==> config.mk <==
export PLATFORM = sky130hd
export DESIGN_NAME = instr_fetch_unit
export DESIGN_NICKNAME = d
export VERILOG_FILES = /design/src/rtl/instr_fetch_unit.sv
export SDC_FILE = /design/constraint.sdc
export NUM_CORES = 1
export LEC_CHECK = 0
export BUFFER_PORTS_ARGS = -buffer_cell sky130_fd_sc_hd__buf_2
export CORE_ASPECT_RATIO = 1.2
export CORE_MARGIN = 1
export CORE_UTILIZATION = 55
export CTS_CLUSTER_DIAMETER = 120
export DETAILED_ROUTE_END_ITERATION = 8
export GPL_ROUTABILITY_DRIVEN = 0
export PLACE_DENSITY = 0.76
export SLEW_MARGIN = 20
export SYNTH_ARGS = -nofsm -noshare
export SYNTH_HDL_FRONTEND = slang
export SYNTH_SLANG_ARGS = --single-unit
==> constraint.sdc <==
create_clock -name clk -period 2.2 [get_ports clk]
set_clock_uncertainty 0.15 [all_clocks]
set_input_delay 0.44 -clock clk [delete_from_list [all_inputs] [get_ports clk]]
set_output_delay 0.44 -clock clk [all_outputs]
set_load 0.05 [all_outputs]
==> src/rtl/instr_fetch_unit.sv <==
// instr_fetch_unit: PC owner issuing single-outstanding imem reads and delivering instructions to IF/ID
module instr_fetch_unit #(
  parameter int ADDR_W = 16,
  parameter int DATA_W = 16,
  parameter logic [ADDR_W-1:0] RESET_PC = '0,
  parameter int PC_INC = 1
) (
  input  logic              clk,
  input  logic              rst_n,
  input  logic              stall_in,
  input  logic              redirect_valid,
  input  logic [ADDR_W-1:0] redirect_addr,
  output logic              imem_req,
  output logic [ADDR_W-1:0] imem_addr,
  input  logic [DATA_W-1:0] imem_rdata,
  input  logic              imem_ready,
  output logic [ADDR_W-1:0] addr_out,
  output logic [DATA_W-1:0] instr_out,
  output logic              hit_fetch_out,
  output logic [15:0]       fetch_cnt
);
  typedef enum logic [1:0] {FETCH, HOLD, DRAIN} state_t;
  state_t state, n_state;
  logic [ADDR_W-1:0] pc, n_pc, n_addr, n_ao, hold_addr, n_ha, pc_inc;
  logic [DATA_W-1:0] n_io, hold_data, n_hd;
  logic [15:0] n_cnt;
  logic n_req, n_hit, done, pending;
  assign done = imem_req && imem_ready;
  assign pending = imem_req && !imem_ready;
  assign pc_inc = pc + ADDR_W'(PC_INC);
  always_ff @(posedge clk) begin
    if (!rst_n) begin
      state <= FETCH;
      pc <= RESET_PC;
      imem_req <= 1'b0;
      imem_addr <= RESET_PC;
      addr_out <= '0;
      instr_out <= '0;
      hit_fetch_out <= 1'b0;
      fetch_cnt <= '0;
      hold_addr <= '0;
      hold_data <= '0;
    end else begin
      state <= n_state;
      pc <= n_pc;
      imem_req <= n_req;
      imem_addr <= n_addr;
      addr_out <= n_ao;
      instr_out <= n_io;
      hit_fetch_out <= n_hit;
      fetch_cnt <= n_cnt;
      hold_addr <= n_ha;
      hold_data <= n_hd;
    end
  end
  always_comb begin
    n_state = state;
    n_pc = pc;
    n_req = imem_req;
    n_addr = imem_addr;
    n_ao = addr_out;
    n_io = instr_out;
    n_hit = 1'b0;
    n_cnt = fetch_cnt;
    n_ha = hold_addr;
    n_hd = hold_data;
    if (redirect_valid) begin
      // an unfinished request must be drained before the new target is fetched
      n_pc = redirect_addr;
      n_state = pending ? DRAIN : FETCH;
      n_req = 1'b1;
      n_addr = pending ? imem_addr : redirect_addr;
    end else begin
      case (state)
        FETCH: begin
          if (done && stall_in) begin
            n_ha = pc;
            n_hd = imem_rdata;
            n_pc = pc_inc;
            n_req = 1'b0;
            n_state = HOLD;
          end else if (done) begin
            n_ao = pc;
            n_io = imem_rdata;
            n_hit = 1'b1;
            n_cnt = fetch_cnt + 16'd1;
            n_pc = pc_inc;
            n_addr = pc_inc;
          end else if (!imem_req) begin
            n_req = 1'b1;
            n_addr = pc;
          end
        end
        HOLD: begin
          if (!stall_in) begin
            n_ao = hold_addr;
            n_io = hold_data;
            n_hit = 1'b1;
            n_cnt = fetch_cnt + 16'd1;
            n_req = 1'b1;
            n_addr = pc;
            n_state = FETCH;
          end
        end
        DRAIN: begin
          if (done) begin
            n_addr = pc;
            n_state = FETCH;
          end
        end
        default: n_state = FETCH;
      endcase
    end
  end
endmodule

==> metrics.txt, run 1 <==
die area=0.0105 mm^2; post-synthesis async set-or-reset flop share=0%; unrepaired setup endpoints after global routing=no; setup slack of the most critical reg-to-reg path=100 ps; Combinational Power Share=13.4%; core area=0.00966 mm^2; register clock-pin slew on the reported worst setup and hold paths=50 ps; longest individual stage delay on the worst path=400 ps; worst skew pair latency=around 410 ps; share of total power in sequential cells=38.6%; number of flops mapped to enable cells by yosys=0; most frequent cell on the critical path=sky130_fd_sc_hd__buf_4; wire length per cell after detailed routing=between 15 and 20 um; share of synthesized area occupied by flip-flops and latches=41.7%; wirelength, routed=approximately 15000 um; warning count from the yosys run=0; final slew viol count=0; worst-margin pin slew=510 ps; Congestion Overflow GR=0; final hold slack=131 ps; worst-path cell chain=inv_1 > ha_4 > buf_4 > and3_1 > buf_4 > nand4_1 > or3_1 > a31oi_1; TNS Setup=0 ps; total inserted antenna cells=0; number of endpoints failing setup at the final stage=0; Slowest cell on crit path=sky130_fd_sc_hd__or3_1; Port Buf Inserts=102; Worst setup SP type=flop; clock period minus worst slack=2100 ps; net count of the mapped netlist=695; switching power=0.00157 W; internal cell power=0.00429 W; First-pass DRT Iterations=4; global-route wire length before repair=23500 um; clock share of power=a little under half; ys flop type=sky130_fd_sc_hd__dfxtp_1; Mapped Cells=653; number of DRC markers after the initial detailed-route iteration=357; worst endpoint required time=2380 ps; maximum number of pins on one net before global-route repair=66; Starting Density=about 58%; Final nets=799; type of the worst setup path=reg2reg; half-perimeter wire length after placement=9620 um; post-detailed-route via-to-cell ratio=a little under 6; chip width=~94 um; fill cell total of the finished layout=about 700; path category of the worst min-delay check=in2reg; io pins=103; hold bufs inserted after CTS=0; worst-case vdd ir drop=606 uV; library cells used by synthesis=between 60 and 70; fmax=477 MHz; most common cell in the synthesized netlist=sky130_fd_sc_hd__dfxtp_1; Remaining DRCs=0; fraction of synthesized cell area taken by the top area cell type=41.7%; netlist area before placement=0.00557 mm^2; Yosys top cell by area=sky130_fd_sc_hd__dfxtp_1; power density cells=824 mW/mm^2; final clock period utilization by the worst path=approximately 95%; count of nets left with antenna violations after detail routing=0; total vias in the final route=5330; most numerous cell types in the synthesized netlist=sky130_fd_sc_hd__dfxtp_1 (116), sky130_fd_sc_hd__nand2_1 (93), sky130_fd_sc_hd__a21oi_1 (55); outcome=completed; floorplan row count=39; max cap viols=0; cells taking the most area after synthesis=sky130_fd_sc_hd__dfxtp_1 (42%), sky130_fd_sc_hd__mux2i_1 (6.7%), sky130_fd_sc_hd__nand2_1 (6.3%); cts bufs inserted=17; endpoint class of the critical path=flop; largest fanout of any net on the critical path=7; root cell of the clock tree=sky130_fd_sc_hd__clkbuf_16; CTS tree=done; # clock sinks=116; synthesized area divided by synthesized cell count=8.53 um^2; final hold violations=0; leak pwr=2.67 nW; initial antenna violation count=0; CP Data Arrival Time=2280 ps; share of final-layout standard cells stronger than drive strength 1=25.7%; Die H=112 um; Max transition margin=65.6%; H-tree depth reported by CTS=4; proportion of total power due to net switching=26.7%; number of buffers on the longest clock path=2; combined global-route utilization of all metal layers=28.3%; number of register bits inferred by synthesis=116; layout overhead on the synthesized area=27.6%; number of global-route vias before repair=4940
## flip-flops by register name, summed over array words and instances (netlist names)
register and cells:
pc 16, hit_fetch_out 1, state 2, fetch_cnt 16, hold_data 16, imem_addr 16, imem_req 1, addr_out 16
instr_out 16, hold_addr 16
## layout by cell type (no fill, tap or decap), drive strengths merged, types with 10 or more instances in the layout
master,instances
a211oi,38
a21oi,56
buf,138
clkbuf,23
dfxtp,116
inv,10
mux2i,37
nand2,93
nand3,13
nor2,50
nor3,14
o21ai,26
or3,15
xnor2,15
## power groups by stage
stage	clock network, W	logic, W	registers (W)
2_1_floorplan	0	0.000356	0.00246
3_3_place_gp	0	0.000709	0.00230
3_5_place_dp	0	0.000724	0.00230
4_1_cts	0.00283	0.000733	0.00226
5_1_grt	0.00294	0.000832	0.00227
6_report	0.00281	0.000782	0.00226
## metal layers
layer | share of wire (%) | global-route usage [%]
met5 | 0 | 0
met4 | 2.9 | 13.3
met3 | 6.3 | 6.44
met2 | 47 | 44.8
met1 | 44 | 36.4
## path summary, 6_finish.rpt
check	endpoint	cells after the start	startpoint
setup / recovery	pc[10]$_SDFFE_PN0P_	8	state[0]$_SDFFE_PN0P_
setup reg to reg	pc[10]$_SDFFE_PN0P_	8	state[0]$_SDFFE_PN0P_
hold reg to reg	hold_data[13]$_SDFFE_PN0P_	2	hold_data[13]$_SDFFE_PN0P_
hold / removal	hold_data[13]$_SDFFE_PN0P_	3	imem_rdata[13]
## final cells by class
cell class | instances | area [um^2] | area share [%]
clock buffer | 20 | 457 | 6.43
clock inverter | 12 | 155 | 2.18
inverter | 10 | 37.5 | 0.528
multi-input combinational | 471 | 3040 | 42.8
sequential | 116 | 2320 | 32.7
tap | 123 | 154 | 2.17
timing repair buffer | 141 | 942 | 13.3
## worst max-delay path: cells and delay by family (launching register included)
| kind | cells | cell delay (ps) |
|---|---|---|
| AND/OR/NAND/NOR | 3 | 740 |
| buffers and inverters | 3 | 440 |
| flip-flops | 1 | 310 |
| adder cells (fa/ha/maj) | 1 | 180 |
| AO/OA/AOI/OAI | 1 | 180 |
## per-stage QoR
stage	utilization, %	total power [W]	cells	setup WS (ps)	instance area [um^2]
finish	73.6	0.00586	893	103	7110
global route	73.6	0.00604	893	1.37	7110
CTS	71.5	0.00582	888	8.82	6910
detailed placement	65.1	0.00302	856	38.1	6290
global placement	65.1	0.00301	856	107	6290
floorplan	-	0.00282	653	150	5570
## timing repair
item | in CTS | in global routing
setup buffers | 0 | 2
gates resized for setup | 1 | 17
gates cloned | 0 | 3
pin swaps | 0 | 3
setup endpoints to repair | 1 | 80
hold endpoints to repair | 0 | 0
## cells by family after synthesis
| kind of cell | after synthesis | share of synthesized area [%] |
|---|---|---|
| AO/OA/AOI/OAI | 174 | 21.1 |
| multiplexers | 37 | 6.65 |
| adder cells (fa/ha/maj) | 5 | 1.12 |
| buffers and inverters | 66 | 5.64 |
| XOR/XNOR | 16 | 2.52 |
| flip-flops | 116 | 41.7 |
| AND/OR/NAND/NOR | 239 | 21.3 |
Note: power is estimated with default switching activity, not from simulation.
==> run 2, diff against run 1 <==
--- a/config.mk
+++ b/config.mk
@@ -9,10 +9,12 @@
 export CORE_ASPECT_RATIO = 1.2
 export CORE_MARGIN = 1
 export CORE_UTILIZATION = 55
+export CTS_BUF_LIST = sky130_fd_sc_hd__clkbuf_4 sky130_fd_sc_hd__clkbuf_8 sky130_fd_sc_hd__clkbuf_16
 export CTS_CLUSTER_DIAMETER = 120
 export DETAILED_ROUTE_END_ITERATION = 8
 export GPL_ROUTABILITY_DRIVEN = 0
 export PLACE_DENSITY = 0.76
+export REMOVE_ABC_BUFFERS = 1
 export SLEW_MARGIN = 20
 export SYNTH_ARGS = -nofsm -noshare
 export SYNTH_HDL_FRONTEND = slang
==> run 2 against run 1 <==
Maximum frequency increased by 0.23%; via count decreased by 4.0%; first-iteration DRC count decreased by 35%; hold slack got worse by 1.2 ps; power increased by 1.0%; global-route usage decreased by 1.1 points; clock power increased by 4%; final cell count decreased by 0.78%; register-to-register slack about the same; utilization decreased by 2.0 points; highest routed layer unchanged.
==> metrics.txt, run 2 (synthesized netlist as in run 1, its figures left out) <==
io pins=103; CP Data Arrival Time=2280 ps; clock period minus worst slack=2090 ps; global-route wire length before repair=about 23000 um; most frequent cell on the critical path=sky130_fd_sc_hd__or3_1; total inserted antenna cells=0; Worst setup SP type=flop; hold bufs inserted after CTS=0; power density cells=roughly 860 mW/mm^2; outcome=completed; number of global-route vias before repair=around 4.9k; cts bufs inserted=17; Slowest cell on crit path=sky130_fd_sc_hd__or3_1; cell total after placement=854; Die H=112 um; post-detailed-route via-to-cell ratio=5.77; H-tree depth reported by CTS=4; Starting Density=57.6%; final clock period utilization by the worst path=95.1%; Port Buf Inserts=102; wire length per cell after detailed routing=15.6 um; root cell of the clock tree=sky130_fd_sc_hd__clkbuf_16; max cap viols=0; maximum number of pins on one net before global-route repair=65; die area=0.0105 mm^2; worst-margin pin slew=565 ps; most frequent cells in the layout=sky130_fd_sc_hd__dfxtp_1 (116), sky130_fd_sc_hd__buf_2 (102), sky130_fd_sc_hd__nand2_1 (93); final slew viol count=0; worst-path cell chain=inv_1 > ha_4 > buf_4 > nand4_4 > or3_1 > or3_1 > a31oi_1; area after detailed placement=0.00626 mm^2; Final nets=792; final hold violations=0; core area=0.00966 mm^2; initial antenna violation count=0; number of buffers on the longest clock path=2; TNS Setup=0 ps; register clock-pin slew on the reported worst setup and hold paths=60 ps; half-perimeter wire length after placement=9390 um; Remaining DRCs=0; Design Power=between 0.005 and 0.006 W; leading cell type in the layout, fill and taps excluded=sky130_fd_sc_hd__dfxtp_1; Congestion Overflow GR=0; floorplan row count=39; number of DRC markers after the initial detailed-route iteration=233; Max transition margin=between 60 and 70%; leak pwr=between 2 and 3 nW; area of combinational cells with multiple inputs=between 0.002 and 0.003 mm^2; area occupied by registers=0.00232 mm^2; largest fanout of any net on the critical path=9; endpoint class of the critical path=flop; layout overhead on the synthesized area=24.2%; longest individual stage delay on the worst path=420 ps; worst endpoint required time=2390 ps; number of endpoints failing setup at the final stage=0; total vias in the final route=roughly 5k; setup slack of the critical path after layout=about 110 ps; number of buffers and inverters on the critical path=2; type of the worst setup path=reg2reg; Worst path top cell family by delay=simple AND/OR/NAND/NOR gates; share of final-layout standard cells stronger than drive strength 1=roughly a quarter; combined global-route utilization of all metal layers=27.2%; number of cells in the finished layout apart from fillers=886; chip width=between 90 and 100 um; fmax=478 MHz; unrepaired setup endpoints after global routing=no; count of nets left with antenna violations after detail routing=0; worst setup slack before clock tree synthesis=between 30 and 40 ps; CTS tree=done; # clock sinks=116; wirelength, routed=13800 um; fin area=0.00692 mm^2; path category of the worst min-delay check=in2reg; worst skew pair latency=410 ps; First-pass DRT Iterations=4; fill cell total of the finished layout=~750; worst-case vdd ir drop=529 uV
run 2: cell types whose count changed in the layout (fill, tap and decap cells not counted), moves of 2 or more:
cell                        change
sky130_fd_sc_hd__buf_12         -2
sky130_fd_sc_hd__o41ai_1        +2
sky130_fd_sc_hd__buf_6          -3
sky130_fd_sc_hd__clkbuf_4       +2
sky130_fd_sc_hd__clkbuf_16      -3
sky130_fd_sc_hd__clkinv_4       -4
sky130_fd_sc_hd__clkinv_2       +2
run 2: timing repair:
action	CTS	global route
gates resized for setup	0	6
buffers inserted	0	0
endpoints found under the setup margin	0	51
hold endpoints to repair	0	0
run 2: worst register-to-register path, delay by kind of cell (launching register included):
kind | cells | cell delay [ps]
AOI/OAI and AO/OA | 1 | 170
adders and majority gates | 1 | 210
buffers and inverters | 2 | 270
DFF | 1 | 310
and+or+nand+nor | 3 | 900
run 2: final timing paths:
path / to / slack, ps / start / cells past startpoint
worst min-delay path: hold_data[6]$_SDFFE_PN0P_ / 130 / imem_rdata[6] / 3
worst max register to register: pc[15]$_SDFFE_PN0P_ / 110 / state[1]$_SDFFE_PN0P_ / 7
worst min register to register: hold_data[14]$_SDFFE_PN0P_ / 300 / hold_data[14]$_SDFFE_PN0P_ / 2
worst max-delay path: pc[15]$_SDFFE_PN0P_ / 110 / state[1]$_SDFFE_PN0P_ / 7
run 2: area by class of cell:
type                    instances  area share [%]
inverters                      10           0.543
clock buffers                  22            6.96
flip-flops and latches        116            33.6
clock inverters                10            2.21
repair buffers                134            11.6
well taps                     123            2.23
multi-input cells             471            42.9
run 2: metal layers:
metal	GRT usage [%]	share of wire (%)	up-vias
li1	-	-	2556
met1	32.7	43	2355
met2	45.5	49	173
met3	6.98	6.0	31
met4	11.8	2.3	0
met5	0	0	-
run 2: power breakdown:
part | switching (W) | total, W | internal [W] | leakage [nW]
Combinational | 0.000482 | 0.000718 | 0.000236 | 1.34
Clock | 0.000935 | 0.00293 | 0.00200 | 0.316
Sequential | 0.0000765 | 0.00227 | 0.00219 | 0.945
Total | 0.00149 | 0.00592 | 0.00442 | 2.60
run 2: metrics by stage:
| step | util (%) | hold WS [ps] |
|---|---|---|
| 2_1_floorplan | - | 286 |
| 3_3_place_gp | 64.8 | 291 |
| 3_5_place_dp | 64.8 | 296 |
| 4_1_cts | 71.4 | 120 |
| 5_1_grt | 71.6 | 130 |
| 6_report | 71.6 | 130 |
==> run 3, diff against run 2 <==
--- a/config.mk
+++ b/config.mk
@@ -7,7 +7,7 @@
 export LEC_CHECK = 0
 export BUFFER_PORTS_ARGS = -buffer_cell sky130_fd_sc_hd__buf_2
 export CORE_ASPECT_RATIO = 1.2
-export CORE_MARGIN = 1
+export CORE_MARGIN = 2
 export CORE_UTILIZATION = 55
 export CTS_BUF_LIST = sky130_fd_sc_hd__clkbuf_4 sky130_fd_sc_hd__clkbuf_8 sky130_fd_sc_hd__clkbuf_16
 export CTS_CLUSTER_DIAMETER = 120
==> run 3 against run 2 <==
Hold slack got worse by 2.1 ps; sequential power barely moved; critical path depth did not move; utilization fell by 1.6 points; cell area rose by 0.72%; sequential share of layout area fell by 0.24 points; count of clock-buffer cells in the layout did not move; power rose by 3.5%; flip-flop and latch count did not move; non-clock buffer count rose by 1; critical endpoint unchanged; largest cell class unchanged.
==> metrics.txt, run 3 (synthesized netlist as in run 1, its figures left out) <==
core area=0.00996 mm^2; chip width=95.9 um; Port Buf Inserts=between 100 and 150; fill cell total of the finished layout=756; # clock sinks=116; Max transition margin=60.2%; combined global-route utilization of all metal layers=26.3%; cts bufs inserted=17; TNS Setup=0 ps; leading cell type in the layout, fill and taps excluded=sky130_fd_sc_hd__dfxtp_1; final clock period utilization by the worst path=96.7%; most frequent cells in the layout=sky130_fd_sc_hd__dfxtp_1 (116), sky130_fd_sc_hd__buf_2 (102), sky130_fd_sc_hd__nand2_1 (93); post-detailed-route via-to-cell ratio=5.86; initial antenna violation count=0; wire length on met2=6860 um; Final nets=roughly 790; half-perimeter wire length after placement=roughly 9600 um; wirelength, routed=14100 um; root cell of the clock tree=sky130_fd_sc_hd__clkbuf_16; Starting Density=55.9%; total inserted antenna cells=0; wire length per cell after detailed routing=about 16 um; hold bufs inserted after CTS=0; First-pass DRT Iterations=5; total routed wire length on the met1 layer=6050 um; floorplan row count=40; worst endpoint required time=2380 ps; global-route wire length before repair=approximately 23000 um; fmax=about 470 MHz; endpoint class of the critical path=flop; worst skew pair latency=410 ps; H-tree depth reported by CTS=4; die area=0.0110 mm^2; worst-case vdd ir drop=567 uV; unrepaired setup endpoints after global routing=yes; Die H=114 um; number of DRC markers after the initial detailed-route iteration=304; CP Data Arrival Time=2310 ps; worst-margin pin slew=597 ps; Worst setup SP type=flop; leak pwr=2.62 nW; count of nets left with antenna violations after detail routing=0; sum of met3 wire segment lengths after detailed routing=just over 900 um; layout overhead on the synthesized area=25.1%; largest fanout of any net on the critical path=9; worst setup slack before clock tree synthesis=39.5 ps; number of cells in the finished layout apart from fillers=889; register clock-pin slew on the reported worst setup and hold paths=60 ps; setup slack of the critical path after layout=73.2 ps; cell total after placement=858; clock period minus worst slack=2130 ps; Congestion Overflow GR=0; final slew viol count=0; power density cells=between 800 and 900 mW/mm^2; number of global-route vias before repair=between 4k and 5k; final hold violations=0; CTS tree=done; Highest Signal Layer=met4; path category of the worst min-delay check=in2reg; share of final-layout standard cells stronger than drive strength 1=roughly 25%; type of the worst setup path=reg2reg; Remaining DRCs=0; io pins=a little over 100; total vias in the final route=5207; maximum number of pins on one net before global-route repair=41; number of endpoints failing setup at the final stage=0; outcome=completed; number of buffers on the longest clock path=2; max cap viols=0
## run 3: final cells by class
cell class	instances	area (um^2)	area share (%)
tap	126	158	2.26
timing repair buffer	135	821	11.8
clock buffer	22	475	6.82
multi-input combinational	471	2950	42.4
inverter	10	37.5	0.539
clock inverter	9	200	2.87
sequential	116	2320	33.3
## run 3: final timing paths
path                                                start                   endpoint  slack (ps)  cells after the start
worst max-delay path                state[1]$_SDFFE_PN0P_        pc[15]$_SDFFE_PN0P_          70                      7
worst min-delay path                        imem_rdata[8]  hold_data[8]$_SDFFE_PN0P_         130                      3
worst max register to register      state[1]$_SDFFE_PN0P_        pc[15]$_SDFFE_PN0P_          70                      7
worst min register to register  hold_addr[6]$_SDFFE_PN0P_  hold_addr[6]$_SDFFE_PN0P_         300                      2
## run 3: power by group
group	leakage (nW)	switching, W	total [W]	internal [W]
sequential	0.945	0.0000779	0.00227	0.00219
clock	0.327	0.000927	0.00314	0.00221
combinational	1.35	0.000481	0.000715	0.000235
total	2.62	0.00149	0.00612	0.00464
## run 3: layer usage
layer  track usage [%]  vias to the layer above
met2              42.7                      194
met5                 0                        -
met3              6.06                       27
met1              34.2                     2423
met4              9.43                        0
li1                  -                     2563
## run 3: stage by stage
step	power, W	instance area [um^2]	utilization, %	hold slack (ps)
2_1_floorplan	0.00277	5290	-	286
3_3_place_gp	0.00300	6280	63.1	291
3_5_place_dp	0.00302	6280	63.1	298
4_1_cts	0.00614	6960	69.9	128
5_1_grt	0.00631	6970	69.9	143
6_report	0.00612	6970	69.9	128
## run 3: critical path, stage by stage (launching register included)
cell and delay, ps:
sky130_fd_sc_hd__dfxtp_1 310, sky130_fd_sc_hd__inv_1 110, sky130_fd_sc_hd__ha_2 290, sky130_fd_sc_hd__buf_4 160, sky130_fd_sc_hd__nand4_4 130, sky130_fd_sc_hd__or3_1 390
sky130_fd_sc_hd__or3_1 360, sky130_fd_sc_hd__a31oi_1 170
## run 3: repair_timing
action | 4_1_cts | 5_1_grt
gates resized for setup | 0 | 2
setup endpoints to repair | 0 | 46
buffers inserted | 0 | 0
